[config.mk]
export PLATFORM = sky130hd
export DESIGN_NAME = pkt_seq_ctrl
export DESIGN_NICKNAME = d
export VERILOG_FILES = /design/src/rtl/pkt_seq_ctrl.sv
export SDC_FILE = /design/constraint.sdc
export NUM_CORES = 1
export LEC_CHECK = 0
export CAP_MARGIN = 20
export CORE_ASPECT_RATIO = 1.2
export CORE_MARGIN = 2
export CORE_UTILIZATION = 40
export CTS_CLUSTER_SIZE = 30
export DETAILED_ROUTE_END_ITERATION = 8
export PLACE_DENSITY = 0.72
export SETUP_SLACK_MARGIN = 0.1
export SLEW_MARGIN = 20
export SYNTH_ARGS = -nofsm -noshare
export SYNTH_HDL_FRONTEND = slang
export SYNTH_SLANG_ARGS = --single-unit
export TNS_END_PERCENT = 5
[constraint.sdc]
create_clock -name clk -period 2.3 [get_ports clk]
set_clock_uncertainty 0.1 [all_clocks]
set_input_delay 0.575 -clock clk [delete_from_list [all_inputs] [get_ports clk]]
set_output_delay 0.575 -clock clk [all_outputs]
set_load 0.02 [all_outputs]
[src/rtl/pkt_seq_ctrl.sv]
// -----------------------------------------------------------------------------
// pkt_seq_ctrl
//
// RX/TX sequencing controller for the RF packet datapath. Drives the load,
// enable and reset strobes of the shift buffer, packet register, SPI slave and
// TX buffer.
//
// RX side: on a new packet (rising pkt_rec) the packet register and SPI data
// register are loaded, then PKT_BYTES bytes are unloaded, one per SPI
// chip-select frame. The unload is abandoned if CS stays high for CS_TIMEOUT
// cycles.
// TX side: inside a CS frame, each received SPI byte is loaded into the TX
// buffer and shifted out under the bit-sync strobes. Up to the effective
// tx_len bytes are sent per frame.
//
// Ports
//   clk, rst          clock (rising edge), asynchronous active-low reset
//   cfg_mode          1 = configuration mode, FSMs frozen
//   rx_mode           1 = RX, 0 = TX
//   pkt_rec           shift-buffer packet-complete level
//   cs_sync           synchronised SPI chip select, active low
//   spi_rx_valid      one-cycle SPI byte received pulse
//   sh_en             one-cycle bit strobe from bit sync
//   sh_en_done        bit sync end of burst
//   tx_len[3:0]       bytes per TX frame (0 -> 1, clamped to TX_MAX)
//   err_clr           clear sticky error flags
//   pkt_ld, spi_ld    packet register / SPI data load pulses
//   pkt_en            packet register byte-advance pulse
//   pkt_rst           shift buffer clear pulse
//   tx_ld, tx_en      TX buffer load / shift pulses
//   tx_sh             TX shift window to bit sync
//   rx_busy, tx_busy  FSM outside its idle/wait state
//   bytes_left[3:0]   remaining RX bytes to unload
//   err[1:0]          sticky flags: bit0 RX overrun, bit1 TX drop
//   timeout           one-cycle pulse on CS timeout
// All outputs are registered.
// -----------------------------------------------------------------------------
module pkt_seq_ctrl #(
    parameter int PKT_BYTES  = 3,
    parameter int TX_MAX     = 4,
    parameter int CS_TIMEOUT = 50000
) (
    input  logic       clk,
    input  logic       rst,
    input  logic       cfg_mode,
    input  logic       rx_mode,
    input  logic       pkt_rec,
    input  logic       cs_sync,
    input  logic       spi_rx_valid,
    input  logic       sh_en,
    input  logic       sh_en_done,
    input  logic [3:0] tx_len,
    input  logic       err_clr,
    output logic       pkt_ld,
    output logic       spi_ld,
    output logic       pkt_en,
    output logic       pkt_rst,
    output logic       tx_ld,
    output logic       tx_en,
    output logic       tx_sh,
    output logic       rx_busy,
    output logic       tx_busy,
    output logic [3:0] bytes_left,
    output logic [1:0] err,
    output logic       timeout
);

    typedef enum logic [2:0] {
        R_IDLE  = 3'd0,
        R_WAIT  = 3'd1,
        R_STORE = 3'd2,
        R_CS    = 3'd3,
        R_XFER  = 3'd4
    } rx_state_t;

    typedef enum logic [1:0] {
        T_IDLE = 2'd0,
        T_ARM  = 2'd1,
        T_SEND = 2'd2
    } tx_state_t;

    localparam logic [3:0]  PKT_N    = 4'(PKT_BYTES);
    localparam logic [3:0]  TX_CAP   = 4'(TX_MAX);
    localparam logic [15:0] TMO_LAST = 16'(CS_TIMEOUT - 1);

    rx_state_t   rx_state_q, rx_state_d;
    tx_state_t   tx_state_q, tx_state_d;
    logic [3:0]  bytes_left_q, bytes_left_d;
    logic [15:0] timer_q, timer_d;
    logic [3:0]  byte_cnt_q, byte_cnt_d;
    logic [3:0]  bit_cnt_q, bit_cnt_d;
    logic        pkt_rec_prev_q, pkt_rec_prev_d;
    logic [1:0]  err_q, err_d;
    logic        pkt_ld_q, pkt_ld_d;
    logic        spi_ld_q, spi_ld_d;
    logic        pkt_en_q, pkt_en_d;
    logic        pkt_rst_q, pkt_rst_d;
    logic        tx_ld_q, tx_ld_d;
    logic        tx_en_q, tx_en_d;
    logic        tx_sh_q, tx_sh_d;
    logic        rx_busy_q, rx_busy_d;
    logic        tx_busy_q, tx_busy_d;
    logic        timeout_q, timeout_d;

    logic        rise;
    logic [3:0]  eff_len;
    logic [3:0]  byte_next;
    logic [1:0]  err_set;

    assign rise = pkt_rec & ~pkt_rec_prev_q;

    // Effective TX frame length: 0 means one byte, anything above TX_MAX is capped.
    always_comb begin
        eff_len = tx_len;
        if (tx_len == 4'd0) begin
            eff_len = 4'd1;
        end else if (tx_len > TX_CAP) begin
            eff_len = TX_CAP;
        end
    end

    always_comb begin
        rx_state_d     = rx_state_q;
        tx_state_d     = tx_state_q;
        bytes_left_d   = bytes_left_q;
        timer_d        = timer_q;
        byte_cnt_d     = byte_cnt_q;
        bit_cnt_d      = bit_cnt_q;
        pkt_rec_prev_d = pkt_rec_prev_q;
        err_d          = err_q;
        pkt_ld_d       = 1'b0;
        spi_ld_d       = 1'b0;
        pkt_en_d       = 1'b0;
        pkt_rst_d      = 1'b0;
        tx_ld_d        = 1'b0;
        tx_en_d        = 1'b0;
        tx_sh_d        = 1'b0;
        timeout_d      = 1'b0;
        err_set        = 2'b00;
        byte_next      = byte_cnt_q + 4'd1;

        // In configuration mode everything holds and only the pulses drop.
        if (!cfg_mode) begin
            pkt_rec_prev_d = pkt_rec;

            // ---------------- RX FSM ----------------
            if (!rx_mode) begin
                rx_state_d = R_IDLE;
                timer_d    = '0;
            end else begin
                case (rx_state_q)
                    R_IDLE: begin
                        timer_d    = '0;
                        rx_state_d = R_WAIT;
                    end
                    R_WAIT: begin
                        bytes_left_d = PKT_N;
                        if (rise) begin
                            pkt_ld_d   = 1'b1;
                            spi_ld_d   = 1'b1;
                            rx_state_d = R_STORE;
                        end
                    end
                    R_STORE: begin
                        pkt_rst_d  = 1'b1;
                        timer_d    = '0;
                        rx_state_d = R_CS;
                    end
                    R_CS: begin
                        if (bytes_left_q == 4'd0) begin
                            rx_state_d = R_WAIT;
                        end else if (!cs_sync) begin
                            rx_state_d = R_XFER;
                        end else if (timer_q == TMO_LAST) begin
                            // Host never came for the data: drop the rest of the packet.
                            timeout_d    = 1'b1;
                            bytes_left_d = '0;
                            rx_state_d   = R_WAIT;
                        end else begin
                            timer_d = timer_q + 16'd1;
                        end
                    end
                    R_XFER: begin
                        if (cs_sync) begin
                            pkt_en_d = 1'b1;
                            if (bytes_left_q != 4'd0) begin
                                bytes_left_d = bytes_left_q - 4'd1;
                            end
                            rx_state_d = R_STORE;
                        end
                    end
                    default: rx_state_d = R_IDLE;
                endcase

                // A new packet while an unload is in progress is flagged and dropped.
                if (rise && (rx_state_q != R_WAIT)) begin
                    err_set[0] = 1'b1;
                end
            end

            // ---------------- TX FSM ----------------
            if (rx_mode) begin
                tx_state_d = T_IDLE;
                byte_cnt_d = '0;
                bit_cnt_d  = '0;
            end else begin
                case (tx_state_q)
                    T_IDLE: begin
                        byte_cnt_d = '0;
                        bit_cnt_d  = '0;
                        if (!cs_sync) begin
                            tx_state_d = T_ARM;
                        end
                    end
                    T_ARM: begin
                        if (spi_rx_valid) begin
                            tx_ld_d    = 1'b1;
                            bit_cnt_d  = '0;
                            tx_state_d = T_SEND;
                        end
                    end
                    T_SEND: begin
                        if (spi_rx_valid) begin
                            err_set[1] = 1'b1;
                        end
                        // bit_cnt reaching 8 is acted on one cycle after the 8th
                        // tx_en, so tx_sh covers the last shift. sh_en_done wins
                        // over a coincident sh_en.
                        if ((bit_cnt_q == 4'd8) || sh_en_done) begin
                            byte_cnt_d = byte_next;
                            if ((byte_next >= eff_len) || cs_sync) begin
                                tx_state_d = T_IDLE;
                            end else begin
                                tx_state_d = T_ARM;
                            end
                        end else begin
                            tx_sh_d = 1'b1;
                            if (sh_en) begin
                                tx_en_d   = 1'b1;
                                bit_cnt_d = bit_cnt_q + 4'd1;
                            end
                        end
                    end
                    default: tx_state_d = T_IDLE;
                endcase
            end

            // Set wins over a same-cycle clear.
            err_d = err_set | (err_clr ? 2'b00 : err_q);
        end

        rx_busy_d = (rx_state_d == R_STORE) || (rx_state_d == R_CS) || (rx_state_d == R_XFER);
        tx_busy_d = (tx_state_d != T_IDLE);
    end

    always_ff @(posedge clk or negedge rst) begin
        if (!rst) begin
            rx_state_q     <= R_IDLE;
            tx_state_q     <= T_IDLE;
            bytes_left_q   <= '0;
            timer_q        <= '0;
            byte_cnt_q     <= '0;
            bit_cnt_q      <= '0;
            pkt_rec_prev_q <= 1'b0;
            err_q          <= '0;
            pkt_ld_q       <= 1'b0;
            spi_ld_q       <= 1'b0;
            pkt_en_q       <= 1'b0;
            pkt_rst_q      <= 1'b0;
            tx_ld_q        <= 1'b0;
            tx_en_q        <= 1'b0;
            tx_sh_q        <= 1'b0;
            rx_busy_q      <= 1'b0;
            tx_busy_q      <= 1'b0;
            timeout_q      <= 1'b0;
        end else begin
            rx_state_q     <= rx_state_d;
            tx_state_q     <= tx_state_d;
            bytes_left_q   <= bytes_left_d;
            timer_q        <= timer_d;
            byte_cnt_q     <= byte_cnt_d;
            bit_cnt_q      <= bit_cnt_d;
            pkt_rec_prev_q <= pkt_rec_prev_d;
            err_q          <= err_d;
            pkt_ld_q       <= pkt_ld_d;
            spi_ld_q       <= spi_ld_d;
            pkt_en_q       <= pkt_en_d;
            pkt_rst_q      <= pkt_rst_d;
            tx_ld_q        <= tx_ld_d;
            tx_en_q        <= tx_en_d;
            tx_sh_q        <= tx_sh_d;
            rx_busy_q      <= rx_busy_d;
            tx_busy_q      <= tx_busy_d;
            timeout_q      <= timeout_d;
        end
    end

    assign pkt_ld     = pkt_ld_q;
    assign spi_ld     = spi_ld_q;
    assign pkt_en     = pkt_en_q;
    assign pkt_rst    = pkt_rst_q;
    assign tx_ld      = tx_ld_q;
    assign tx_en      = tx_en_q;
    assign tx_sh      = tx_sh_q;
    assign rx_busy    = rx_busy_q;
    assign tx_busy    = tx_busy_q;
    assign bytes_left = bytes_left_q;
    assign err        = err_q;
    assign timeout    = timeout_q;

endmodule

==> results.md <==
Timing:
- The final max-slew violation count is 0.
- Dividing the final minimum period by the clock period gives 0.934.
- Setup repair after global routing could not meet its margin everywhere.
- Setup violations remaining at the end of the flow were counted as 0.
- For this run, the top clock speed supported by timing is 0.465 GHz.
- Counting I/O delays and the setup requirement, the final critical path takes 2150 ps.
- The final hold violation count is 0.

Synth:
- The netlist uses 59 different library cells.
- The number of enable flip-flop cells after synthesis is 0.
- The average cell area after synthesis is 9.28 um^2.
- The fraction of registers with async set/reset is 1.00.
- In this run the cell area of the synthesized design comes to 2570 um^2.
- Synthesis handed over a netlist of 277 instances.
- The most common flop cell mapped by yosys is sky130_fd_sc_hd__dfrtp_1.
- The number of register bits inferred by synthesis is 45.
- The number of nets handed over by synthesis was 301.
- Summed over all instances, the cell type with the most area after synthesis is sky130_fd_sc_hd__dfrtp_1.
- Sorting the synthesized cells by area gives the leading types as sky130_fd_sc_hd__dfrtp_1 (44%), sky130_fd_sc_hd__ha_1 (4.9%), sky130_fd_sc_hd__nand2_1 (4.2%), sky130_fd_sc_hd__a21oi_1 (3.3%), sky130_fd_sc_hd__o21ai_0 (3.1%).
- During synthesis, Yosys emitted a total of 0 warnings.
- The top cell type's share of synthesized area is 0.438.
- The share of the Yosys chip area taken by registers is 0.438.

Worst setup path:
- STA classifies the critical path startpoint as a primary input.
- STA puts the critical path data required time at 2430 ps.
- The source of the worst register-to-register timing path is timer_q[0].
- Walking the worst path, the cells encountered are clkdlybuf4s50_1, inv_2, and2_2, buf_4, or4_1, o21ai_1.
- STA classifies the critical path endpoint as a flip-flop.
- Of all nets on the critical path, the largest fanout is 11.
- On the critical path, the stage with the largest delay is an instance of sky130_fd_sc_hd__clkdlybuf4s50_1.
- The critical path is of the primary input to flip-flop type.
- The critical path starts at cfg_mode.
- Data on the critical path arrives at its endpoint at 2270 ps.
- In this design, the stage delay of the slowest critical-path cell is 590 ps.

Final layout:
- The relative area change from synthesis to final layout is 28.2%.
- Leaving out filler cells and counting taps, the final layout contains 418.
- The proportion of layout cells with a drive suffix above 1 is 0.162.
- The repair_antennas step left the layout with diodes totalling 0.
- In the final design database the tool counted 356 nets.

Place:
- In this run the tool buffered the top-level ports with 29 buffer cells.
- The global placement routability congestion is 0.869.
- The sum of net half-perimeters after detailed placement is 4.19 mm.
- The total instance count after detailed placement is 408.

Power:
- The worst-case IR drop observed on VDD is 0.000367 V.
- Summed over all nets, the switching power comes to 493 uW.
- The share of total power dissipated in sequential elements is 0.485.
- The cell area power density is 536 nW/um^2.
- Overall power consumption after layout is estimated at 1.77 mW.
- The share of total power dissipated in the clock network is 0.300.
- Cell internal power was estimated by the tool at 1.28 mW.
- Of the total power, combinational logic draws 0.214.
- Of the total power, the share spent switching nets is 0.279.
- The static leakage is 1.42 nW.

Detailed routing:
- The routed via count is 2,297.
- The total wirelength of the detailed-routed design is 5.84 mm.
- The first routing iteration left 127 violations.
- The number of vias per cell is 5.50.
- In the routed design, unresolved DRC markers number 0.
- The routed wire length per instance is 14.0 um.
- Once detail routing completed, the nets flagged for antenna violations numbered 0.
- For this run, the detailed router's first-pass iteration total came to 5.

Die:
- The die height is 91.8 um.
- The floorplan has 32 rows.
- The die is 77.2 um wide.
- The die outline area is 7090 um^2.
- The core region area is 6330 um^2.
- During I/O placement, the number of pins put on the boundary was 30.
- The effective utilization at floorplan is 0.406.

Clock tree:
- The H-tree was split into 2 levels.
- The clock sink total is 45.
- Clock latency on the worst-skew pair, taken at its later pin, is 300 ps.
- Counting along the longest clock path gives a buffer depth of 2.
- Clock-pin slew was measured on the worst setup and hold paths at 80 ps.
- TritonCTS built the clock tree.
- The number of buffers added by the clock tree synthesis step is 5.
- CTS placed an instance of sky130_fd_sc_hd__clkbuf_8 at the clock tree root.
- In this run, post-CTS hold repair placed 0 buffers.

Global route:
- The total congestion overflow after global routing is 0.
- The first global-routing pass estimated 9.74 mm of wire.
- Entering global routing, the biggest net connects 46 pins.
- The initial antenna violation count came to 0.
- The total routing resource utilization after global routing is 0.168.
- The number of global-route vias before repair came to 2,112.

Run status:
- The run finished with clean final reports.

Flow run:
- The count of max-cap constraint violations is 0.

Worst hold path:
- The path class of the lowest-slack min-delay path is primary input to async pin.
[cells by family (layout without fill, tap and decap cells)]
group,count (synthesis),count (layout),share of synthesized area
AND/OR/NAND/NOR,121,121,0.272
flip-flops,45,45,0.438
multiplexers,4,4,0.0161
XOR/XNOR,2,2,0.00681
other,1,1,0.00146
AO/OA/AOI/OAI,68,70,0.172
adder cells (fa/ha/maj),10,10,0.0487
buffers and inverters,26,80,0.0457
[routing by layer]
metal / part of all wire / GRT usage
met4: 0.020 / 0.0625
met1: 0.45 / 0.220
met2: 0.50 / 0.283
met5: 0 / 0
met3: 0.038 / 0.0217
[critical path: cells and delay by family]
| family | cells | cell delay, ps |
|---|---|---|
| AOI/OAI and AO/OA | 1 | 90 |
| buffers and inverters | 3 | 870 |
| and+or+nand+nor | 2 | 740 |
[sequential cells by signal, indices dropped and copies added (netlist names)]
signal and cells:
bit_cnt_q 4, pkt_en 1, tx_ld 1, pkt_rec_prev_q 1, spi_ld 1, pkt_rst 1
tx_busy 1, timer_q 16, tx_sh 1, tx_state_q 2, rx_state_q 3, byte_cnt_q 4
rx_busy 1, err 2, tx_en 1, timeout 1, bytes_left 4
[final timing paths]
kind	to	slack (ps)	cells past startpoint
setup / recovery	timer_q[12]	150	6
hold / removal	timer_q[3]	140	2
setup reg to reg	timer_q[14]	190	6
hold reg to reg	timer_q[0]	410	1
max in group asynchronous	byte_cnt_q[0]	1750	2
min in group clk	timer_q[0]	410	1
[repair_timing]
item / in CTS / in global routing
buffers inserted: 0 / 0
pin swaps: 1 / 1
cloned: 1 / 1
setup endpoints to repair: 12 / 19
resized for setup: 1 / 7
[power by group through the flow]
stage / combinational (mW) / sequential, mW / clock (mW)
2_1_floorplan: 0.168 / 0.896 / 0
3_3_place_gp: 0.358 / 0.873 / 0
3_5_place_dp: 0.366 / 0.873 / 0
4_1_cts: 0.372 / 0.858 / 0.541
5_1_grt: 0.417 / 0.864 / 0.578
6_report: 0.378 / 0.858 / 0.531
[per-stage QoR]
stage | util | cell area [um^2] | setup TNS, ps | hold slack [ps] | setup WS (ps)
2_1_floorplan | - | 2570 | 0 | 179 | 195
6_report | 0.521 | 3300 | 0 | 139 | 151
4_1_cts | 0.513 | 3250 | 0 | 148 | 99.8
3_5_place_dp | 0.495 | 3130 | -3700 | 394 | -245
5_1_grt | 0.521 | 3300 | 0 | 150 | 65.0
3_3_place_gp | 0.495 | 3130 | -2100 | 384 | -201
[area by class of cell]
cell class / count / area, um^2
fill: 593 / 3030
multi-input combinational: 208 / 1390
sequential: 45 / 1130
timing repair buffer: 59 / 526
tap: 85 / 106
clock buffer: 7 / 96.3
inverter: 13 / 48.8
clock inverter: 1 / 5.00
[synth_stat cells, types with 3 or more instances]
| cell type | count |
|---|---|
| sky130_fd_sc_hd__a21o_1 | 3 |
| sky130_fd_sc_hd__a21oi_1 | 17 |
| sky130_fd_sc_hd__and2_1 | 3 |
| sky130_fd_sc_hd__buf_4 | 3 |
| sky130_fd_sc_hd__clkbuf_1 | 7 |
| sky130_fd_sc_hd__dfrtp_1 | 45 |
| sky130_fd_sc_hd__ha_1 | 10 |
| sky130_fd_sc_hd__inv_1 | 12 |
| sky130_fd_sc_hd__mux2i_1 | 3 |
| sky130_fd_sc_hd__nand2_1 | 29 |
| sky130_fd_sc_hd__nand2b_1 | 11 |
| sky130_fd_sc_hd__nand3_1 | 13 |
| sky130_fd_sc_hd__nand3b_1 | 3 |
| sky130_fd_sc_hd__nand4_1 | 4 |
| sky130_fd_sc_hd__nor2_1 | 12 |
| sky130_fd_sc_hd__nor3_1 | 11 |
| sky130_fd_sc_hd__nor3b_1 | 5 |
| sky130_fd_sc_hd__o21ai_0 | 16 |
| sky130_fd_sc_hd__o21ai_1 | 8 |
| sky130_fd_sc_hd__o31ai_1 | 7 |
| sky130_fd_sc_hd__or2_1 | 3 |
| sky130_fd_sc_hd__or3_1 | 6 |
| sky130_fd_sc_hd__or4_1 | 6 |
[placed cells by master, fill, tap and decap left out, drive strengths merged, types with 4 or more instances in the layout]
cell / instances
nand2b: 11
nand2: 29
nor2: 12
o31ai: 7
inv: 13
a31oi: 4
a21oi: 17
or3: 6
dfrtp: 45
nand3: 13
nor3: 11
nand4: 5
or4: 6
clkbuf: 7
o21ai: 24
buf: 31
clkdlybuf4s50: 27
ha: 10
nor3b: 5
Note: power is estimated with default switching activity, not from simulation.
